<file path="src/rtl/loader_pkg.sv">
// Shared encodings for the UART boot loader: FSM states and protocol bytes.
package loader_pkg;

  typedef enum logic [2:0] {
    ST_IDLE  = 3'd0,
    ST_LEN0  = 3'd1,
    ST_LEN1  = 3'd2,
    ST_DATA  = 3'd3,
    ST_CKSUM = 3'd4,
    ST_RESP  = 3'd5,
    ST_RUN   = 3'd6
  } state_t;

  localparam logic [7:0] SYNC = 8'hA5;
  localparam logic [7:0] ACK  = 8'h06;
  localparam logic [7:0] NAK  = 8'h15;

  // Only the frame-receiving states are subject to the inter-byte timeout.
  function automatic logic timeout_armed(input state_t s);
    logic armed;
    case (s)
      ST_LEN0, ST_LEN1, ST_DATA, ST_CKSUM: armed = 1'b1;
      default:                             armed = 1'b0;
    endcase
    return armed;
  endfunction

endpackage

</file>
<file path="src/rtl/loader_timeout.sv">
// Inter-byte watchdog: counts idle cycles, expires after TIMEOUT_CYCLES of them.
module loader_timeout #(
  parameter int TIMEOUT_CYCLES = 100000
) (
  input  logic clk,
  input  logic reset,
  input  logic clear,
  output logic expire
);

  localparam int CNT_W = $clog2(TIMEOUT_CYCLES + 1);
  localparam logic [CNT_W-1:0] LAST = CNT_W'(TIMEOUT_CYCLES - 1);

  logic [CNT_W-1:0] count_r;

  // Idle-cycle counter, saturating at the expiry value.
  always_ff @(posedge clk or posedge reset) begin
    if (reset) begin
      count_r <= {CNT_W{1'b0}};
    end else if (clear) begin
      count_r <= {CNT_W{1'b0}};
    end else if (count_r != LAST) begin
      count_r <= count_r + CNT_W'(1);
    end else begin
      count_r <= count_r;
    end
  end

  // A clear in the expiry cycle (a byte arriving) cancels the expiry.
  assign expire = !clear && (count_r == LAST);

endmodule

</file>
<file path="src/rtl/uart_boot_loader.sv">
// UART boot loader: receives a length/data/checksum frame, writes the words to
// instruction memory, answers ACK/NAK and releases the core on success.
module uart_boot_loader
  import loader_pkg::*;
#(
  parameter logic [31:0] BASE_ADDR      = 32'h0000_0000,
  parameter int          MAX_WORDS      = 1024,
  parameter int          TIMEOUT_CYCLES = 100000
) (
  input  logic        clk,
  input  logic        reset,
  input  logic        rx_valid,
  input  logic [7:0]  rx_data,
  input  logic        tx_ready,
  output logic        tx_valid,
  output logic [7:0]  tx_data,
  output logic        imem_we,
  output logic [31:0] imem_addr,
  output logic [31:0] imem_wdata,
  output logic        cpu_hold,
  output logic        load_done,
  output logic        load_error
);

  localparam logic [31:0] MAX_WORDS_C = 32'(MAX_WORDS);

  state_t      state_r;
  logic [7:0]  len_lo_r;
  logic [15:0] len_r;
  logic [15:0] idx_r;
  logic [1:0]  byte_cnt_r;
  logic [31:0] word_r;
  logic [7:0]  cksum_r;

  logic [15:0] len_s;
  logic        len_bad_s;
  logic [31:0] word_next_s;
  logic        tmo_clear_s;
  logic        tmo_expire_s;

  assign len_s       = {rx_data, len_lo_r};
  assign len_bad_s   = (len_s == 16'd0) || ({16'd0, len_s} > MAX_WORDS_C);
  assign word_next_s = {rx_data, word_r[31:8]};
  assign tmo_clear_s = rx_valid || !timeout_armed(state_r);

  loader_timeout #(
    .TIMEOUT_CYCLES(TIMEOUT_CYCLES)
  ) u_timeout (
    .clk    (clk),
    .reset  (reset),
    .clear  (tmo_clear_s),
    .expire (tmo_expire_s)
  );

  // Frame FSM with registered memory, response and status outputs.
  always_ff @(posedge clk or posedge reset) begin
    if (reset) begin
      state_r    <= ST_IDLE;
      len_lo_r   <= 8'd0;
      len_r      <= 16'd0;
      idx_r      <= 16'd0;
      byte_cnt_r <= 2'd0;
      word_r     <= 32'd0;
      cksum_r    <= 8'd0;
      tx_valid   <= 1'b0;
      tx_data    <= 8'd0;
      imem_we    <= 1'b0;
      imem_addr  <= BASE_ADDR;
      imem_wdata <= 32'd0;
      cpu_hold   <= 1'b1;
      load_done  <= 1'b0;
      load_error <= 1'b0;
    end else begin
      imem_we    <= 1'b0;
      load_error <= 1'b0;
      case (state_r)
        ST_IDLE: begin
          if (rx_valid && (rx_data == SYNC)) begin
            cksum_r <= 8'd0;
            state_r <= ST_LEN0;
          end else begin
            state_r <= ST_IDLE;
          end
        end
        ST_LEN0: begin
          if (rx_valid) begin
            len_lo_r <= rx_data;
            cksum_r  <= cksum_r ^ rx_data;
            state_r  <= ST_LEN1;
          end else begin
            state_r  <= ST_LEN0;
          end
        end
        ST_LEN1: begin
          if (rx_valid) begin
            len_r      <= len_s;
            idx_r      <= 16'd0;
            byte_cnt_r <= 2'd0;
            cksum_r    <= cksum_r ^ rx_data;
            if (len_bad_s) begin
              load_error <= 1'b1;
              tx_valid   <= 1'b1;
              tx_data    <= NAK;
              state_r    <= ST_RESP;
            end else begin
              state_r    <= ST_DATA;
            end
          end else begin
            state_r <= ST_LEN1;
          end
        end
        ST_DATA: begin
          if (rx_valid) begin
            word_r     <= word_next_s;
            cksum_r    <= cksum_r ^ rx_data;
            byte_cnt_r <= byte_cnt_r + 2'd1;
            if (byte_cnt_r == 2'd3) begin
              imem_we    <= 1'b1;
              imem_wdata <= word_next_s;
              imem_addr  <= BASE_ADDR + {14'd0, idx_r, 2'b00};
              idx_r      <= idx_r + 16'd1;
              if (idx_r == (len_r - 16'd1)) begin
                state_r <= ST_CKSUM;
              end else begin
                state_r <= ST_DATA;
              end
            end else begin
              state_r <= ST_DATA;
            end
          end else begin
            state_r <= ST_DATA;
          end
        end
        ST_CKSUM: begin
          if (rx_valid) begin
            tx_valid <= 1'b1;
            state_r  <= ST_RESP;
            if (rx_data == cksum_r) begin
              tx_data <= ACK;
            end else begin
              tx_data    <= NAK;
              load_error <= 1'b1;
            end
          end else begin
            state_r <= ST_CKSUM;
          end
        end
        ST_RESP: begin
          if (tx_ready) begin
            tx_valid <= 1'b0;
            if (tx_data == ACK) begin
              cpu_hold  <= 1'b0;
              load_done <= 1'b1;
              state_r   <= ST_RUN;
            end else begin
              state_r   <= ST_IDLE;
            end
          end else begin
            state_r <= ST_RESP;
          end
        end
        ST_RUN: begin
          state_r <= ST_RUN;
        end
        default: begin
          state_r <= ST_IDLE;
        end
      endcase
      // Expiry only fires in a receiving state with no byte present, so it
      // never collides with a transition taken above.
      if (tmo_expire_s) begin
        load_error <= 1'b1;
        tx_valid   <= 1'b1;
        tx_data    <= NAK;
        state_r    <= ST_RESP;
      end
    end
  end

endmodule
</file>
<file path="config.mk">
export PLATFORM = sky130hd
export DESIGN_NAME = uart_boot_loader
export DESIGN_NICKNAME = d
export VERILOG_FILES = /design/src/rtl/loader_pkg.sv /design/src/rtl/loader_timeout.sv /design/src/rtl/uart_boot_loader.sv
export SDC_FILE = /design/constraint.sdc
export NUM_CORES = 1
export LEC_CHECK = 0
export ABC_AREA = 1
export BUFFER_PORTS_ARGS = -buffer_cell sky130_fd_sc_hd__buf_4
export CAP_MARGIN = 20
export CORE_UTILIZATION = 37
export CTS_CLUSTER_SIZE = 25
export DETAILED_ROUTE_END_ITERATION = 10
export HOLD_SLACK_MARGIN = 0.12
export PLACE_DENSITY = 0.59
export SKIP_CTS_REPAIR_TIMING = 1
export SLEW_MARGIN = 20
export SYNTH_ARGS = -nofsm -noshare
export SYNTH_HDL_FRONTEND = slang
export SYNTH_SLANG_ARGS = --single-unit
</file>
<file path="constraint.sdc">
create_clock -name clk -period 9.6 [get_ports clk]
set_input_delay 0.48 -clock clk [delete_from_list [all_inputs] [get_ports clk]]
set_output_delay 0.48 -clock clk [all_outputs]
set_load 0.005 [all_outputs]
</file>
# --- Word level (Yosys, flattened, before mapping) ---
# Index checks and enable logic that the tools add are counted.
classes:
  addsub: 4
  n_lt_le_gt_ge: 1
  eq_ne: 22
  mux: 46
  bitwise_logic: 1
  reduce_logical: 25
op_table:
  columns: ["op", "n"]
  rows:
  - ["$mux W16", 3]
  - ["$mux W8", 6]
  - ["$mux W17", 2]
  - ["$pmux W16 S2", 1]
  - ["$pmux W8 S2", 2]
  - ["$mux W3", 8]
  - ["$pmux W3 S7", 1]
  - ["$add A17 B1 Y17 const B", 1]
  - ["$eq A17 B17 Y1 const B", 1]
  - ["$ne A17 B17 Y1 const B", 1]
  - ["$add A16 B1 Y16 const B", 1]
  - ["$eq A16 B16 Y1", 1]
  - ["$gt A16 B11 Y1 const B", 1]
  - ["$logic_not A16 Y1", 1]
  - ["$mux W1", 16]
  - ["$sub A16 B1 Y16 const B", 1]
  - ["$ne A3 B3 Y1 const B", 4]
  - ["$reduce_and A3 Y1", 4]
  - ["$eq A3 B3 Y1 const B", 3]
  - ["$eq A8 B3 Y1 const B", 1]
  - ["$eq A8 B8 Y1", 1]
  - ["$eq A8 B8 Y1 const B", 1]
  - ["$ne A2 B2 Y1 const B", 4]
  - ["$reduce_and A4 Y1", 2]
  - ["22 further kinds", 32]
word_totals:
  reg_bits: 163
  out_inout_bits: 77

# --- Logic depth before layout (Yosys ltp) ---
# Gate-level depths: netlist of run 1.
depth:
  depth_word: 9
  mapped_depth: 13
  ltp_nobuf: 13

# --- Hierarchy ---
# Synthesis of run 1 repeated with hierarchy kept, for this count alone.
hier_totals:
  hier_cells: 964
  hier_area_um2: 7523.5
modules_own_cells:
  columns: ["mod", "instances", "cells_per_inst", "area_each_um2"]
  rows:
  - ["uart_boot_loader", 1, 809, 6454.9]
  - ["loader_timeout", 1, 155, 1068.5]

# --- Worst setup path before layout of run 1 ---
# Ideal clock, no wire load.
synth_timing:
  path_type: "reg2reg"
  startpoint: "register u_timeout.count_r[0]"
  endpoint: "register tx_data[1]"
  setup_time_ns: 0.123
  arrival_ns: 1.577
  slack_ns: 7.899
  stages_incl_launch_ff: 13
  path_buffers: 0
  synth_period_minus_slack_ns: 1.701
  cell_sequence: "dfrtp_1 -> ha_1 -> nand2_1 -> nor2_1 -> nand2_1 -> nor2_1 -> nand2_1 -> nor2_2 -> inv_2 -> o21ai_0 -> nand2_1 -> nand2_1 -> o21ai_1"
synth_between:
  elab_chain_cells: 4
  elab_cells_between_ends: 8
  cone_classes: "4 x eq/ne; 1 x mux; 3 x reduce/logical"
synth_lines:
  columns: ["element", "line", "rtl"]
  rows:
  - ["start: declaration", "loader_timeout.sv:14", "logic [CNT_W-1:0] count_r;"]
  - ["start signal: assignment", "loader_timeout.sv:19", "count_r <= {CNT_W{1'b0}};"]
  - ["start signal: assignment", "loader_timeout.sv:21", "count_r <= {CNT_W{1'b0}};"]
  - ["start signal: assignment", "loader_timeout.sv:23", "count_r <= count_r + CNT_W'(1);"]
  - ["$eq A17 B17 Y1 (*)", "loader_timeout.sv:30", "assign expire = !clear && (count_r == LAST);"]
  - ["$logic_and A1 B1 Y1 (*)", "loader_timeout.sv:30", null]
  - ["$ne A3 B3 Y1 (no line) / $reduce_bool A3 Y1 (equally long branches)", null, null]
  - ["$reduce_and A4 Y1 (no line)", null, null]
  - ["end signal: assignment", "uart_boot_loader.sv:66", "tx_data <= 8'd0;"]
  - ["end signal: assignment", "uart_boot_loader.sv:103", "tx_data <= NAK;"]
  - ["end signal: assignment", "uart_boot_loader.sv:139", "tx_data <= ACK;"]
  - ["end: declaration", "uart_boot_loader.sv:16", "output logic [7:0] tx_data,"]
# Mark *: on every way between the ends. The rest lies on a longest branch, timed or not.
# A chain may end at the register's enable or synchronous reset.

# --- Worst setup path after layout of run 1 ---
layout_timing:
  startpoint: "register state_r[2]"
  endpoint: "register idx_r[0]"
layout_between:
  elab_chain_cells: 3
  elab_cells_between_ends: 8
  cone_classes: "5 x eq/ne; 1 x mux; 2 x reduce/logical"
layout_lines:
  columns: ["element", "line", "rtl"]
  rows:
  - ["start: declaration", "uart_boot_loader.sv:27", "state_t state_r;"]
  - ["start signal: assignment", "uart_boot_loader.sv:58", "state_r <= ST_IDLE;"]
  - ["start signal: assignment", "uart_boot_loader.sv:80", "state_r <= ST_LEN0;"]
  - ["start signal: assignment", "uart_boot_loader.sv:82", "state_r <= ST_IDLE;"]
  - ["$eq A3 B2 Y1", "uart_boot_loader.sv:76", "case (state_r)"]
  - ["$ne A2 B2 Y1 (no line) / $reduce_bool A2 Y1 (equally long branches)", null, null]
  - ["$reduce_and A4 Y1 (no line)", null, null]
  - ["end signal: assignment", "uart_boot_loader.sv:121", "idx_r <= idx_r + 16'd1;"]
  - ["end: declaration", "uart_boot_loader.sv:30", "logic [15:0] idx_r;"]
# Parallel ways exist; a longest one is shown, timed or not.

==> results of run 1 <==
where the power goes:
part	total, mW	switching [mW]	internal [mW]
registers	0.951	0.147	0.805
logic	0.636	0.387	0.249
clock network	0.646	0.277	0.369
total	2.23	0.811	1.42
worst max-delay path, cell delays in order (launching register included):
cell	delay, ns
dfrtp_1	0.49
nor2_4	0.17
nand2_2	0.12
nor2_4	0.49
inv_2	0.27
nor2_4	0.32
inv_2	0.10
buf_4	0.37
nor2_1	0.20
o21bai_1	0.14
sequential cells by signal, summed over array words and instances, names as in the netlist, 2 cells and up:
| name | cells |
|---|---|
| len_r | 16 |
| imem_addr | 16 |
| state_r | 3 |
| idx_r | 16 |
| word_r | 24 |
| tx_data | 3 |
| imem_wdata | 32 |
| u_timeout.count_r | 17 |
| len_lo_r | 8 |
| cksum_r | 8 |
| byte_cnt_r | 2 |
synthesized netlist by cell type, drive strengths merged:
cell type and number:
dfrtp 149, a211oi 1, o211ai 1, nand2 234
xnor2 9, conb 1, nor4b 1, ha 4
nor4 4, o21bai 1, or2 1, inv 105
xor2 17, o211a 1, dfstp 1, nor3 18
o2111a 1, nand4 16, nand3 45, nand3b 1
buf 30, o21ai 114, nor2 89, and2 1
a31oi 4, and3 1, a21oi 20, clkbuf 15
cells by family after synthesis:
logic type / after synthesis / share of synthesized area
buffers and inverters: 150 / 0.0913
adder cells (fa/ha/maj): 4 / 0.00694
other: 1 / 0.000520
AO/OA/AOI/OAI: 143 / 0.106
XOR/XNOR: 26 / 0.0316
flip-flops: 150 / 0.521
AND/OR/NAND/NOR: 411 / 0.243
worst paths after layout:
kind	endpoint	slack, ns	start
max in group asynchronous	imem_addr[5]$_DFFE_PP0P_	8.31	reset
min reg2reg	cpu_hold$_DFFE_PP1P_	0.45	cpu_hold$_DFFE_PP1P_
max reg2reg	idx_r[0]$_DFFE_PP0P_	6.84	state_r[2]$_DFF_PP0_
min in group clk	word_r[31]$_DFFE_PP0P_	0.31	rx_data[7]
max	idx_r[0]$_DFFE_PP0P_	6.84	state_r[2]$_DFF_PP0_
min	imem_wdata[20]$_DFFE_PP0P_	0.16	reset
per-layer routing:
metal	vias up	GRT usage	routed length, µm
met1	2654	0.252	8350
met3	16	0.0381	668
met4	0	0.0515	166
met2	104	0.268	7350
li1	2934	-	-
met5	-	0	0
placed cells by master (no fill, tap or decap), types with 2 or more instances in the layout:
master | netlist | layout
ha_1 | 4 | 4
a31oi_1 | 4 | 4
nand4_1 | 15 | 15
clkbuf_16 | 0 | 17
conb_1 | 1 | 20
clkinvlp_4 | 0 | 4
o21ai_0 | 78 | 78
nor2_1 | 81 | 81
nor3_1 | 16 | 16
xnor2_1 | 9 | 9
xor2_1 | 17 | 17
a21oi_1 | 19 | 19
nor2_4 | 5 | 5
nand2_2 | 2 | 2
nor3_2 | 2 | 2
dfrtp_1 | 149 | 149
inv_1 | 98 | 97
inv_6 | 0 | 5
nor2_2 | 3 | 3
buf_4 | 21 | 70
nand3_1 | 45 | 45
nor4_1 | 4 | 4
clkbuf_1 | 15 | 3
inv_2 | 7 | 7
nand2_1 | 232 | 232
o21ai_1 | 35 | 35
layout make-up:
cell class / instances / area (µm²) / share of cell area
Tap cell: 260 / 325 / 0.0385
Multi-Input combinational cell: 604 / 2870 / 0.340
Clock buffer: 21 / 450 / 0.0533
Clock inverter: 11 / 115 / 0.0136
Sequential cell: 150 / 3750 / 0.444
Inverter: 105 / 399 / 0.0472
Timing Repair Buffer: 71 / 537 / 0.0635
==> impl_metrics.yaml, run 1 <==
status:
  status: "complete, no violations"
synth:
  synth-seq-area-share: 0.521
  ys_top_cells_by_area: "dfrtp_1 52%, nand2_1 12%, o21ai_0 5.4%, inv_1 5.1%, nor2_1 4.2%"
  postSynthRegisterBits: 150
  synth_area_um2: 7210
  synth_cell_types: 40
  synth_area_leader_cell: "dfrtp_1"
  netlist_instances: 885
  yosys_warnings: 0
  syn_area_per_cell_um2: 8.15
  synth_top_cell_area_share: 0.517
placement:
  placedCellCount: 1190
  dpl.hpwl_mm: 11.8
  place.gp.congestion: 0.866
  portBuffers: 68
  pre_cts_slack_ns: 6.68
  dpl_cell_area_um2: 7880
route:
  vias: 5708
  viasPerCell: 4.67
  drc: 0
  firstDrtPassIters: 5
  wirelength_mm: 16.5
  wire_per_inst_um: 13.5
  drt_iter0_drc: 333
  detail-route-antenna-nets: 0
floorplan:
  die_area_um2: 20100
  die_x_um: 142
  row_count: 50
  fp.coreArea_um2: 18900
  start_util: 0.382
  fp.dieH_um: 142
  boundaryPins: 89
global_routing:
  antenna_found_initial: 0
  grt_usage: 0.176
  grt_pass1_wl_mm: 27.4
  grt_max_degree: 82
  grt_pass1_vias: 5256
  grt-ovfl-total: 0
timing:
  layout_setup_ws_ns: 6.84
  hold_viol_final: 0
  rsz0062_at_grt: "no"
  timing.hold.ws_ns: 0.164
  fin_crit_sh: 0.288
  setup-tns-final_ns: 0
  finalSetupViolCount: 0
  relSlewSlack: 0.491
  max_freq_ghz: 0.362
  final_max_slew_viol_count: 0
  worst_pin_slew_ns: 0.763
  timing.final.crit_period_ns: 2.76
  skew_ns: 0.0146
power:
  power_leakage_nw: 4.17
  ir_worst_vdd_uv: 134
  p_per_area_nw_per_um2: 264
  total_power_mw: 2.23
hold_path:
  hold_path_class: "input pin to asynchronous set/reset pin"
layout:
  area_delta_synth_final_pct: 17.2
  fin_area_um2: 8450
  utilization: 0.447
  antenna_cells: 0
  nFillCells: 1931
  nets: 965
  drive_above_1_share: 0.130
  instances_no_fill: 1222
clocking:
  clockBufferDepth: 2
  htreeDepth: 4
  cts_tree: "done"
  insertion_delay_ns: 0.42
  cts_root_buf: "clkbuf_16"
  cts_buffers: 17
  cts.sinks: 150
  path_clk_slew_ns: 0.07
setup_path:
  reg2regPathDepth: 9
  end_kind: "flop"
  cp-start-kind: "flop"
  crit_arrival_ns: 3.10
  crit_type: "flop to flop"
  path_max_fanout: 81
  crit_required_ns: 9.94
run:
  maxCapViolCount: 0
(Power assumes the default switching activity.)
==> run 2, diff against run 1 <==
ABC_AREA = 0   (was 1)
PLACE_DENSITY = 0.61   (was 0.59)
clock period = 2.5 ns   (was 9.6 ns; I/O delays follow)
==> run 2 against run 1 <==
The flow now finishes with violations (negative setup slack). Combinational power grew to 3.7 times the previous value. Power grew to 3.8 times the previous value. Hold slack lost 0.028 ns. Count of clock-buffer cells in the layout decreased by 3. Register-to-register slack got worse by 7.0 ns. Critical endpoint is now state_r[2]$_DFF_PP0_. Largest cell class unchanged.
==> impl_metrics.yaml, run 2 <==
status:
  status: "finished with violations"
  violations: "negative setup slack"
layout:
  mostFrequentLayoutCell: "nand2_1"
  nFillCells: 1805
  reg_top3: "imem_wdata (32), word_r (24), u_timeout.count_r (17)"
  multi_input_area_um2: 3140
  area_delta_synth_final_pct: 23.5
  final_cell_mix: "176 x nand2_1, 149 x dfrtp_1, 107 x buf_4, 56 x nor2_1, 43 x mux2_2"
  largest_reg_flops: 32
  drive_above_1_share: 0.236
  nets: 847
  antenna_cells: 0
  fin_area_um2: 8780
  register_area_um2: 3750
  largest-register: "imem_wdata"
clocking:
  cts_root_buf: "clkbuf_16"
  cts_buffers: 17
  insertion_delay_ns: 0.42
  path_clk_slew_ns: 0.07
  cts_tree: "done"
  cts.sinks: 150
  clockBufferDepth: 2
  htreeDepth: 4
placement:
  portBuffers: 68
  dpl.hpwl_mm: 11.0
  place.gp.congestion: 0.864
  dpl_cell_area_um2: 8000
route:
  viasPerCell: 4.94
  drc: 0
  firstDrtPassIters: 4
  wirelength_mm: 15.8
  drt_iter0_drc: 306
  detail-route-antenna-nets: 0
  vias: 5327
  wire_per_inst_um: 14.6
synth:
  synth_area_leader_cell: "dfrtp_1"
  postSynthRegisterBits: 150
  syn_area_per_cell_um2: 9.75
  synth_area_um2: 7110
  synth_ff_type: "dfrtp_1"
  synth_top_cell_area_share: 0.525
  synth_edf_count: 0
  netlist_top_cells_count: "177 x nand2_1, 149 x dfrtp_1, 57 x nor2_1, 43 x mux2_2, 31 x xor2_1"
  synth-seq-area-share: 0.528
  ys_top_cells_by_area: "dfrtp_1 52%, nand2_1 9.4%, mux2_2 6.8%, xor2_1 3.8%, nor2_1 3.0%"
  yosys_warnings: 0
  netlist_instances: 729
  synth.most_common_cell: "nand2_1"
  synthArstFlopShare: 1.00
  synth_cell_types: 56
setup_path:
  crit_type: "flop to flop"
  worstPathCellList: "inv_2 > ha_4 > or4b_4 > or2_4 > nor3_4 > a21oi_2 > or4_4 > nor4_4 > a2111o_1"
  path_max_fanout: 4
  cp-start-kind: "flop"
  crit_arrival_ns: 2.98
  end_kind: "flop"
  reg2regPathDepth: 9
  path_buf_inv: 1
  cp.depth: 9
  slowest_stage: "or4_4"
  critPathMaxStageDelay_ns: 0.53
  cp_top_family: "simple AND/OR/NAND/NOR gates"
  crit_required_ns: 2.86
hold_path:
  hold_path_class: "input pin to flop"
  whs_path_depth: 3
timing:
  hold_viol_final: 0
  setup-tns-final_ns: -0.320
  timing.final.crit_period_ns: 2.63
  rsz0062_at_grt: "yes"
  max_freq_ghz: 0.381
  fin_crit_sh: 1.05
  layout_setup_ws_ns: -0.126
  relSlewSlack: 0.441
  worst_pin_slew_ns: 0.838
  final_max_slew_viol_count: 0
  finalSetupViolCount: 3
  skew_ns: 0.00938
global_routing:
  grt_usage: 0.172
  grt_pass1_vias: 5109
  grt_pass1_wl_mm: 26.4
  antenna_found_initial: 0
  grt-ovfl-total: 0
  grt_max_degree: 151
floorplan:
  die_x_um: 141
  row_count: 50
  fp.coreArea_um2: 18800
  die_area_um2: 19800
  fp.dieH_um: 141
  boundaryPins: 89
  start_util: 0.379
run:
  maxCapViolCount: 0
power:
  p_per_area_nw_per_um2: 975
  ir_worst_vdd_uv: 545
  power_leakage_nw: 4.29
## run 2: final timing paths
| kind | to | start | slack (ns) |
|---|---|---|---|
| setup / recovery | state_r[2]$_DFF_PP0_ | len_r[1]$_DFFE_PP0P_ | -0.13 |
| hold / removal | cksum_r[7]$_DFFE_PP0P_ | rx_valid | 0.14 |
| setup reg to reg | state_r[2]$_DFF_PP0_ | len_r[1]$_DFFE_PP0P_ | -0.13 |
| max in group asynchronous | len_lo_r[2]$_DFFE_PP0P_ | reset | 1.39 |
| hold reg to reg | imem_wdata[7]$_DFFE_PP0P_ | word_r[15]$_DFFE_PP0P_ | 0.47 |
| min in group asynchronous | imem_wdata[8]$_DFFE_PP0P_ | reset | 0.44 |
## run 2: cell type report
cell class / count / share of cell area
sequential: 150 / 0.428
clock buffer: 18 / 0.0500
multi-input combinational: 535 / 0.357
clock inverter: 14 / 0.0225
inverter: 10 / 0.00470
timing repair buffer: 117 / 0.104
tap: 234 / 0.0334
## run 2: where the power goes
group          switching, mW  total [mW]  internal [mW]  leakage (nW)
registers              0.492        3.46           2.97          1.99
logic                   1.20        2.36           1.16          1.99
clock network           1.03        2.74           1.71         0.307
total                   2.73        8.56           5.84          4.29
## run 2: routing by layer
layer / GRT usage / up-vias / part of all wire
met4: 0.0538 / 0 / 0.011
li1: - / 2630 / -
met2: 0.257 / 112 / 0.45
met5: 0 / - / 0
met3: 0.0438 / 11 / 0.043
met1: 0.244 / 2574 / 0.49
## run 2: stage by stage
stage | instances | hold slack, ns | worst slack (ns) | power, mW | utilization
after global routing | 1078 | 0.146 | -0.238 | 9.14 | 0.468
final | 1078 | 0.136 | -0.126 | 8.56 | 0.468
after CTS | 1064 | -0.0158 | -0.138 | 8.62 | 0.460
after global placement | 1032 | 0.437 | -0.0625 | 5.79 | 0.426
after floorplan | 748 | 0.230 | -0.0543 | 4.99 | -
after detailed placement | 1032 | 0.442 | -0.122 | 5.82 | 0.426
## run 2: cells by family (layout without fill, tap and decap cells)
family                     after synthesis  in the layout  synth area share
other                                    1             20          0.000528
AOI/OAI and AO/OA                       75             75            0.0639
xor gates and xnor gates                48             48            0.0592
DFF                                    150            150             0.528
buffers and inverters                   63            159            0.0445
muxes                                   52             52            0.0810
and+or+nand+nor                        336            336             0.215
adders and majority gates                4              4           0.00704
## run 2: worst register-to-register path, cell delays in order, from the launching register on
cell	delay (ns)
dfrtp_1	0.38
inv_2	0.08
ha_4	0.12
or4b_4	0.45
or2_4	0.29
nor3_4	0.14
a21oi_2	0.05
or4_4	0.53
nor4_4	0.32
a2111o_1	0.19
